## src/rtl/twi_status_pkg.sv

```systemverilog
// Shared types for the TWI master status path: event flag bundle and status codes.
package twi_status_pkg;

   localparam int unsigned TWS_WIDTH = 5;

   typedef enum logic [TWS_WIDTH-1:0] {
      ST_START     = 5'h01,
      ST_RESTART   = 5'h02,
      ST_SLAW_ACK  = 5'h03,
      ST_SLAW_NACK = 5'h04,
      ST_DTX_ACK   = 5'h05,
      ST_DTX_NACK  = 5'h06,
      ST_ARB_LOST  = 5'h07,
      ST_SLAR_ACK  = 5'h08,
      ST_SLAR_NACK = 5'h09,
      ST_DRX_ACK   = 5'h0A,
      ST_DRX_NACK  = 5'h0B,
      ST_STOP      = 5'h0C,
      ST_BUS_ERR   = 5'h0D,
      ST_IDLE      = 5'h1F
   } status_code_t;

   // write = 1 means read direction (SLA+R / data received), matching the controller.
   typedef struct packed {
      logic bus_err;
      logic arb_lost;
      logic start;
      logic restart;
      logic stop;
      logic sla;
      logic write;
      logic nack;
   } twi_evt_t;

endpackage

```

## src/rtl/twi_status_encoder.sv

```systemverilog
// Priority encoder from a completed bus event to its status code.
module twi_status_encoder
   import twi_status_pkg::*;
(
   input  twi_evt_t     evt,
   output status_code_t code_c
);

   always_comb begin
      code_c = ST_IDLE;
      if (evt.bus_err)       code_c = ST_BUS_ERR;
      else if (evt.arb_lost) code_c = ST_ARB_LOST;
      else if (evt.start)    code_c = ST_START;
      else if (evt.restart)  code_c = ST_RESTART;
      else if (evt.stop)     code_c = ST_STOP;
      else if (evt.sla) begin
         if (evt.write) code_c = evt.nack ? ST_SLAR_NACK : ST_SLAR_ACK;
         else           code_c = evt.nack ? ST_SLAW_NACK : ST_SLAW_ACK;
      end else begin
         if (evt.write) code_c = evt.nack ? ST_DRX_NACK : ST_DRX_ACK;
         else           code_c = evt.nack ? ST_DTX_NACK : ST_DTX_ACK;
      end
   end

endmodule

```

## src/rtl/twi_status_queue.sv

```systemverilog
// Buffered TWI status path: encodes bus events, queues them, and presents the head code
// with interrupt, level and sticky overflow indications.
module twi_status_queue #(
   parameter int unsigned          TWS_WIDTH = twi_status_pkg::TWS_WIDTH,
   parameter int unsigned          DEPTH     = 4,
   parameter int unsigned          CNT_W     = $clog2(DEPTH) + 1,
   parameter logic [TWS_WIDTH-1:0] IDLE_CODE = TWS_WIDTH'('h1F)
) (
   input  logic                 pclk,
   input  logic                 presetn,
   input  logic                 evt_valid,
   input  logic                 evt_start,
   input  logic                 evt_restart,
   input  logic                 evt_sla,
   input  logic                 evt_write,
   input  logic                 evt_nack,
   input  logic                 evt_arb_lost,
   input  logic                 evt_stop,
   input  logic                 evt_bus_err,
   input  logic                 irq_en,
   input  logic                 status_ack,
   input  logic                 flush,
   input  logic                 ovf_clr,
   output logic [TWS_WIDTH-1:0] status_code,
   output logic                 irq,
   output logic [CNT_W-1:0]     q_count,
   output logic                 q_full,
   output logic                 overflow
);
   import twi_status_pkg::*;

   localparam int unsigned PTR_W = $clog2(DEPTH);

   twi_evt_t             evt;
   status_code_t         enc_code_c;
   logic [TWS_WIDTH-1:0] code_c;

   logic [TWS_WIDTH-1:0] mem [DEPTH];
   logic [PTR_W-1:0]     wr_ptr, rd_ptr;

   logic                 empty_c, full_c, push_c, pop_c, drop_c;
   logic [PTR_W-1:0]     wr_ptr_nxt, rd_ptr_nxt;
   logic [CNT_W-1:0]     cnt_nxt;
   logic [TWS_WIDTH-1:0] head_nxt;

   assign evt = '{bus_err: evt_bus_err, arb_lost: evt_arb_lost, start: evt_start,
                  restart: evt_restart, stop: evt_stop, sla: evt_sla,
                  write: evt_write, nack: evt_nack};

   twi_status_encoder u_encoder (
      .evt    (evt),
      .code_c (enc_code_c)
   );

   assign code_c = TWS_WIDTH'(enc_code_c);

   // Next-state queue bookkeeping; flush cancels any concurrent push or pop.
   always_comb begin
      empty_c    = (q_count == '0);
      full_c     = (q_count == CNT_W'(DEPTH));
      pop_c      = status_ack & ~empty_c & ~flush;
      push_c     = evt_valid & (~full_c | pop_c) & ~flush;
      drop_c     = evt_valid & full_c & ~pop_c & ~flush;
      wr_ptr_nxt = wr_ptr;
      rd_ptr_nxt = rd_ptr;
      cnt_nxt    = q_count;
      if (flush) begin
         wr_ptr_nxt = '0;
         rd_ptr_nxt = '0;
         cnt_nxt    = '0;
      end else begin
         if (push_c) wr_ptr_nxt = wr_ptr + PTR_W'(1);
         if (pop_c)  rd_ptr_nxt = rd_ptr + PTR_W'(1);
         cnt_nxt = q_count + CNT_W'(push_c) - CNT_W'(pop_c);
      end
      // Bypass the incoming code when it lands in the slot that becomes the head.
      head_nxt = (push_c && (wr_ptr == rd_ptr_nxt)) ? code_c : mem[rd_ptr_nxt];
   end

   // Storage carries no reset; occupancy alone decides what is valid.
   always_ff @(posedge pclk) begin
      if (push_c) mem[wr_ptr] <= code_c;
   end

   always_ff @(posedge pclk) begin
      if (!presetn) begin
         wr_ptr      <= '0;
         rd_ptr      <= '0;
         q_count     <= '0;
         q_full      <= 1'b0;
         overflow    <= 1'b0;
         irq         <= 1'b0;
         status_code <= IDLE_CODE;
      end else begin
         wr_ptr      <= wr_ptr_nxt;
         rd_ptr      <= rd_ptr_nxt;
         q_count     <= cnt_nxt;
         q_full      <= (cnt_nxt == CNT_W'(DEPTH));
         irq         <= irq_en & (cnt_nxt != '0);
         status_code <= (cnt_nxt == '0) ? IDLE_CODE : head_nxt;
         if (drop_c)       overflow <= 1'b1;
         else if (ovf_clr) overflow <= 1'b0;
      end
   end

endmodule

```

## config.mk

```make
export PLATFORM = sky130hd
export DESIGN_NAME = twi_status_queue
export DESIGN_NICKNAME = d
export VERILOG_FILES = /design/src/rtl/twi_status_pkg.sv /design/src/rtl/twi_status_encoder.sv /design/src/rtl/twi_status_queue.sv
export SDC_FILE = /design/constraint.sdc
export NUM_CORES = 1
export LEC_CHECK = 0
export ABC_AREA = 1
export CAP_MARGIN = 30
export CORE_MARGIN = 2
export CORE_UTILIZATION = 57
export CTS_BUF_LIST = sky130_fd_sc_hd__clkbuf_8 sky130_fd_sc_hd__clkbuf_16
export DETAILED_ROUTE_END_ITERATION = 6
export PLACE_DENSITY = 0.93
export SETUP_SLACK_MARGIN = 0.2
export SLEW_MARGIN = 10
export SYNTH_ARGS = -nofsm -noshare
export SYNTH_HDL_FRONTEND = slang
export SYNTH_SLANG_ARGS = --single-unit
```

## constraint.sdc

```tcl
create_clock -name pclk -period 4.65 [get_ports pclk]
set_input_delay 0.93 -clock pclk [delete_from_list [all_inputs] [get_ports pclk]]
set_output_delay 0.93 -clock pclk [all_outputs]
set_load 0.02 [all_outputs]
```

==> impl_summary.log <==
INFO  metric die_area = 0.00341 mm2
INFO  metric first_global_vias = 1,204
INFO  metric insertedDiodeCount = 0
INFO  metric worst_path_most_repeated_cell = sky130_fd_sc_hd__inv_1
INFO  metric design.final.nets = 246
INFO  metric detail_route.drc_violations = 0
INFO  metric die_width = 58.4 um
INFO  metric final-max-slew-violation-count = 0
INFO  metric tritoncts.num_buffers = 5
INFO  metric drive_gt1_share = 11.3%
INFO  metric finalInstanceArea = 0.00204 mm2
INFO  metric irDropWorstVdd = 276 uV
INFO  metric cp.depth = 17
INFO  metric min_path_type = reg2reg
INFO  metric area.growth.synth_to_final = 21.0%
INFO  metric fin_worst_hold_slack = 0.470 ns
INFO  metric clk_path_buf_depth = 2
INFO  metric cts-htree-levels = 2
INFO  metric critical_path_buf_inv_count = 8
INFO  metric static-leakage-power = 0.000915 uW
INFO  metric drt-vias-per-instance = 5.26
INFO  metric number_of_top_level_pins = 26
INFO  metric drt.antenna.violating_nets = 0
INFO  metric postCtsSetupRepairBufs = 0
INFO  metric drt_first_pass_iters = 6
INFO  metric core_region_area = 0.00278 mm2
INFO  metric postCtsHoldBufs = 0
INFO  metric rel_slew_slack = 44.1%
INFO  metric critPathTopFamily = buffers and inverters
INFO  metric setup_violations = 0
INFO  metric run_status = finished, final reports clean
INFO  metric critical_path_fanouts_max = 18
INFO  metric buffer_ports.inserted = 25
INFO  metric grt.total_usage = 21.8%
INFO  metric largest_stage_delay_on_the_critical_path = 0.50 ns
INFO  metric numClockSinks = 31
INFO  metric final_util = 73.4%
INFO  metric final_cell_count_no_fill = 253
INFO  metric clk_pin_slew = 0.06 ns
INFO  metric synth.cell_area = 0.00169 mm2
INFO  metric grt_pass1_wl = 5330 um
INFO  metric worst_path_max_delay_cell = sky130_fd_sc_hd__fa_1
INFO  metric powerDensity = 281 mW/mm2
INFO  metric postRouteWirelength = 3240 um
INFO  metric cts.root.buffer_cell = sky130_fd_sc_hd__clkbuf_8
INFO  metric detailedRoute.firstIterationViolations = 49
INFO  metric worst_ep_required_time = 4.84 ns
INFO  metric min_period_over_period = 74.5%
INFO  metric vias = 1,331
INFO  metric placed_cells = 245
INFO  metric dieHeight = 58.4 um
INFO  metric synth_cell_types = 28
INFO  metric start_util = 60.7%
INFO  metric detailed_place_hpwl = 2460 um
INFO  metric crit_path_end_kind = flip-flop
INFO  metric synthesis.instances = 191
INFO  metric fillerInstances = 200
INFO  metric r2r_cells = 16
INFO  metric cp_data_arrival_time = 3.65 ns
INFO  metric timing_worst_slew_pin_value = 0.832 ns
INFO  metric globalplace.congestion = 0.947
INFO  metric worstHoldPathCells = 2
INFO  metric finalCriticalPeriod = 3.46 ns
INFO  metric ys_warn_count = 0
INFO  metric maxCapViolations = 0
INFO  metric total_placed_instance_area = 0.00196 mm2
INFO  metric grt_antenna_before_repair = 0
INFO  metric setup_crit_path_kind = in2reg
INFO  metric clock_insertion_delay_worst_skew = 0.28 ns
INFO  metric fp_rows = 19
INFO  metric max_freq = 289 MHz
INFO  metric worst_clock_skew = 0.00182 ns
INFO  metric cts.repair.resized = 0
INFO  metric setup_tns = 0 ns
INFO  metric grt_overflow_total = 0
INFO  metric grt_start_max_net_pins = 19
INFO  metric synth-seq-cells = 31
INFO  metric syn_nets = 216
INFO  metric timing.critical_path.cells = clkdlybuf4s50_1 > inv_4 > a21oi_1 > nand2_1 > inv_1 > nor2_4 > inv_2 > ha_1 > inv_1 > ha_1 > inv_1 > fa_1 > inv_1 > o21ai_0 > o21ai_2 > inv_1 > nor2_1
INFO  metric hold_fails_final_rpt = 0
INFO  metric synth-seq-area-share = 46.3%
INFO  metric avgSynthCellArea = 8.84 um2
INFO  metric grt_setup_unrepaired = no
INFO  metric start_kind = primary input
INFO  metric routed_wire_length_per_instance = 12.8 um
INFO  metric tritoncts = built
-- power breakdown --
group	internal, uW	total [uW]	switching (uW)
sequential	295	298	3.09
combinational	32.6	79.6	47.0
clock	102	197	94.8
total	430	575	145
-- per-layer routing --
layer	share of wire (%)	up-vias	GRT usage (%)
li1	-	674	-
met1	44	609	26.8
met2	48	38	34.0
met3	5.0	10	5.49
met4	2.4	0	14.3
met5	0	-	0
-- per-stage QoR --
step           total power [uW]  setup slack, ns
2_1_floorplan               350             1.73
3_3_place_gp                379             1.03
3_5_place_dp                382            0.898
4_1_cts                     581             1.20
5_1_grt                     603            0.980
6_report                    575             1.19
-- area by class of cell --
| type | instances | area (um2) | share of cell area (%) |
|---|---|---|---|
| clock buffer | 5 | 68.8 | 3.37 |
| clock inverter | 3 | 15.0 | 0.735 |
| inverter | 45 | 171 | 8.39 |
| multi-input combinational | 113 | 717 | 35.1 |
| sequential | 31 | 781 | 38.2 |
| tap | 31 | 38.8 | 1.90 |
| timing repair buffer | 25 | 250 | 12.3 |
-- worst register-to-register path, stage by stage, from the launching register on --
cell and delay (ns):
sky130_fd_sc_hd__dfxtp_1 0.41, sky130_fd_sc_hd__inv_1 0.12, sky130_fd_sc_hd__a21oi_1 0.13, sky130_fd_sc_hd__nand2_1 0.06, sky130_fd_sc_hd__inv_1 0.11, sky130_fd_sc_hd__nor2_4 0.06
sky130_fd_sc_hd__inv_2 0.12, sky130_fd_sc_hd__ha_1 0.24, sky130_fd_sc_hd__inv_1 0.05, sky130_fd_sc_hd__ha_1 0.13, sky130_fd_sc_hd__inv_1 0.05, sky130_fd_sc_hd__fa_1 0.50
sky130_fd_sc_hd__inv_1 0.06, sky130_fd_sc_hd__o21ai_0 0.24, sky130_fd_sc_hd__o21ai_2 0.13, sky130_fd_sc_hd__inv_1 0.08, sky130_fd_sc_hd__nor2_1 0.04
-- logic make-up after synthesis --
| kind of cell | share of synthesized area (%) |
|---|---|
| buffers and inverters | 11.3 |
| xor gates and xnor gates | 1.04 |
| AOI/OAI and AO/OA | 5.41 |
| adders and majority gates | 7.86 |
| and+or+nand+nor | 28.2 |
| DFF | 46.3 |
-- sequential cells by signal, summed over array words and instances (netlist names) --
signal / flops
mem: 16
status_code: 5
q_count: 3
rd_ptr: 2
wr_ptr: 2
irq: 1
overflow: 1
q_full: 1
-- path summary, 6_finish.rpt --
check                                              to  slack [ns]                   from
worst max-delay path                   irq$_SDFF_PN0_        1.19                  flush
worst min-delay path            overflow$_SDFFE_PN0P_        0.47  overflow$_SDFFE_PN0P_
worst max register to register         irq$_SDFF_PN0_        2.02  q_count[2]$_SDFF_PN0_
worst min register to register  overflow$_SDFFE_PN0P_        0.47  overflow$_SDFFE_PN0P_
-- placed cells by master (no fill, tap or decap) --
| master | netlist | final |
|---|---|---|
| sky130_fd_sc_hd__nand3_4 | 2 | 2 |
| sky130_fd_sc_hd__nand3_2 | 1 | 1 |
| sky130_fd_sc_hd__clkbuf_8 | 0 | 5 |
| sky130_fd_sc_hd__ha_1 | 9 | 9 |
| sky130_fd_sc_hd__nand3_1 | 19 | 19 |
| sky130_fd_sc_hd__inv_4 | 1 | 2 |
| sky130_fd_sc_hd__o21ai_0 | 5 | 5 |
| sky130_fd_sc_hd__clkdlybuf4s50_1 | 0 | 25 |
| sky130_fd_sc_hd__nor2_4 | 2 | 2 |
| sky130_fd_sc_hd__o31ai_1 | 2 | 2 |
| sky130_fd_sc_hd__nand2_4 | 3 | 3 |
| sky130_fd_sc_hd__xnor2_1 | 1 | 1 |
| sky130_fd_sc_hd__nor2_2 | 1 | 1 |
| sky130_fd_sc_hd__nor3_1 | 2 | 2 |
| sky130_fd_sc_hd__o21ai_2 | 1 | 1 |
| sky130_fd_sc_hd__xor2_1 | 1 | 1 |
| sky130_fd_sc_hd__clkinv_2 | 0 | 1 |
| sky130_fd_sc_hd__nand4_4 | 1 | 1 |
| sky130_fd_sc_hd__nand2_2 | 4 | 4 |
| sky130_fd_sc_hd__inv_1 | 43 | 44 |
| sky130_fd_sc_hd__nand4_1 | 10 | 10 |
| sky130_fd_sc_hd__fa_1 | 1 | 1 |
| sky130_fd_sc_hd__dfxtp_1 | 15 | 15 |
| sky130_fd_sc_hd__nor2_1 | 14 | 14 |
| sky130_fd_sc_hd__inv_2 | 1 | 1 |
| sky130_fd_sc_hd__edfxtp_1 | 16 | 16 |
| sky130_fd_sc_hd__nand2_1 | 27 | 27 |
| sky130_fd_sc_hd__a21oi_1 | 6 | 6 |
| sky130_fd_sc_hd__a211oi_2 | 1 | 1 |
-- Yosys cell counts --
cell type / n / share of area [%]
sky130_fd_sc_hd__buf_8: 1 / 0.89
sky130_fd_sc_hd__nor2_4: 2 / 1.3
sky130_fd_sc_hd__nor2_2: 1 / 0.37
sky130_fd_sc_hd__inv_2: 1 / 0.22
sky130_fd_sc_hd__nand3_2: 1 / 0.59
sky130_fd_sc_hd__o21ai_2: 1 / 0.52
sky130_fd_sc_hd__a211oi_2: 1 / 0.74
sky130_fd_sc_hd__fa_1: 1 / 1.2
sky130_fd_sc_hd__nand4_4: 1 / 1.3
sky130_fd_sc_hd__xor2_1: 1 / 0.52
sky130_fd_sc_hd__xnor2_1: 1 / 0.52
sky130_fd_sc_hd__inv_4: 1 / 0.37
sky130_fd_sc_hd__dfxtp_1: 15 / 18
sky130_fd_sc_hd__o31ai_1: 2 / 0.89
sky130_fd_sc_hd__nand2_2: 4 / 1.5
sky130_fd_sc_hd__nand2_4: 3 / 2.0
sky130_fd_sc_hd__o21ai_0: 5 / 1.5
sky130_fd_sc_hd__nand3_1: 19 / 5.6
sky130_fd_sc_hd__a21oi_1: 6 / 1.8
sky130_fd_sc_hd__nand2_1: 27 / 6.0
sky130_fd_sc_hd__nand3_4: 2 / 2.1
sky130_fd_sc_hd__nand4_1: 10 / 3.7
sky130_fd_sc_hd__nor2_1: 14 / 3.1
sky130_fd_sc_hd__edfxtp_1: 16 / 28
sky130_fd_sc_hd__inv_1: 43 / 9.6
sky130_fd_sc_hd__ha_1: 9 / 6.7
sky130_fd_sc_hd__nor3_1: 2 / 0.59
sky130_fd_sc_hd__clkbuf_1: 1 / 0.22
Power figures use the tool's default switching activity.
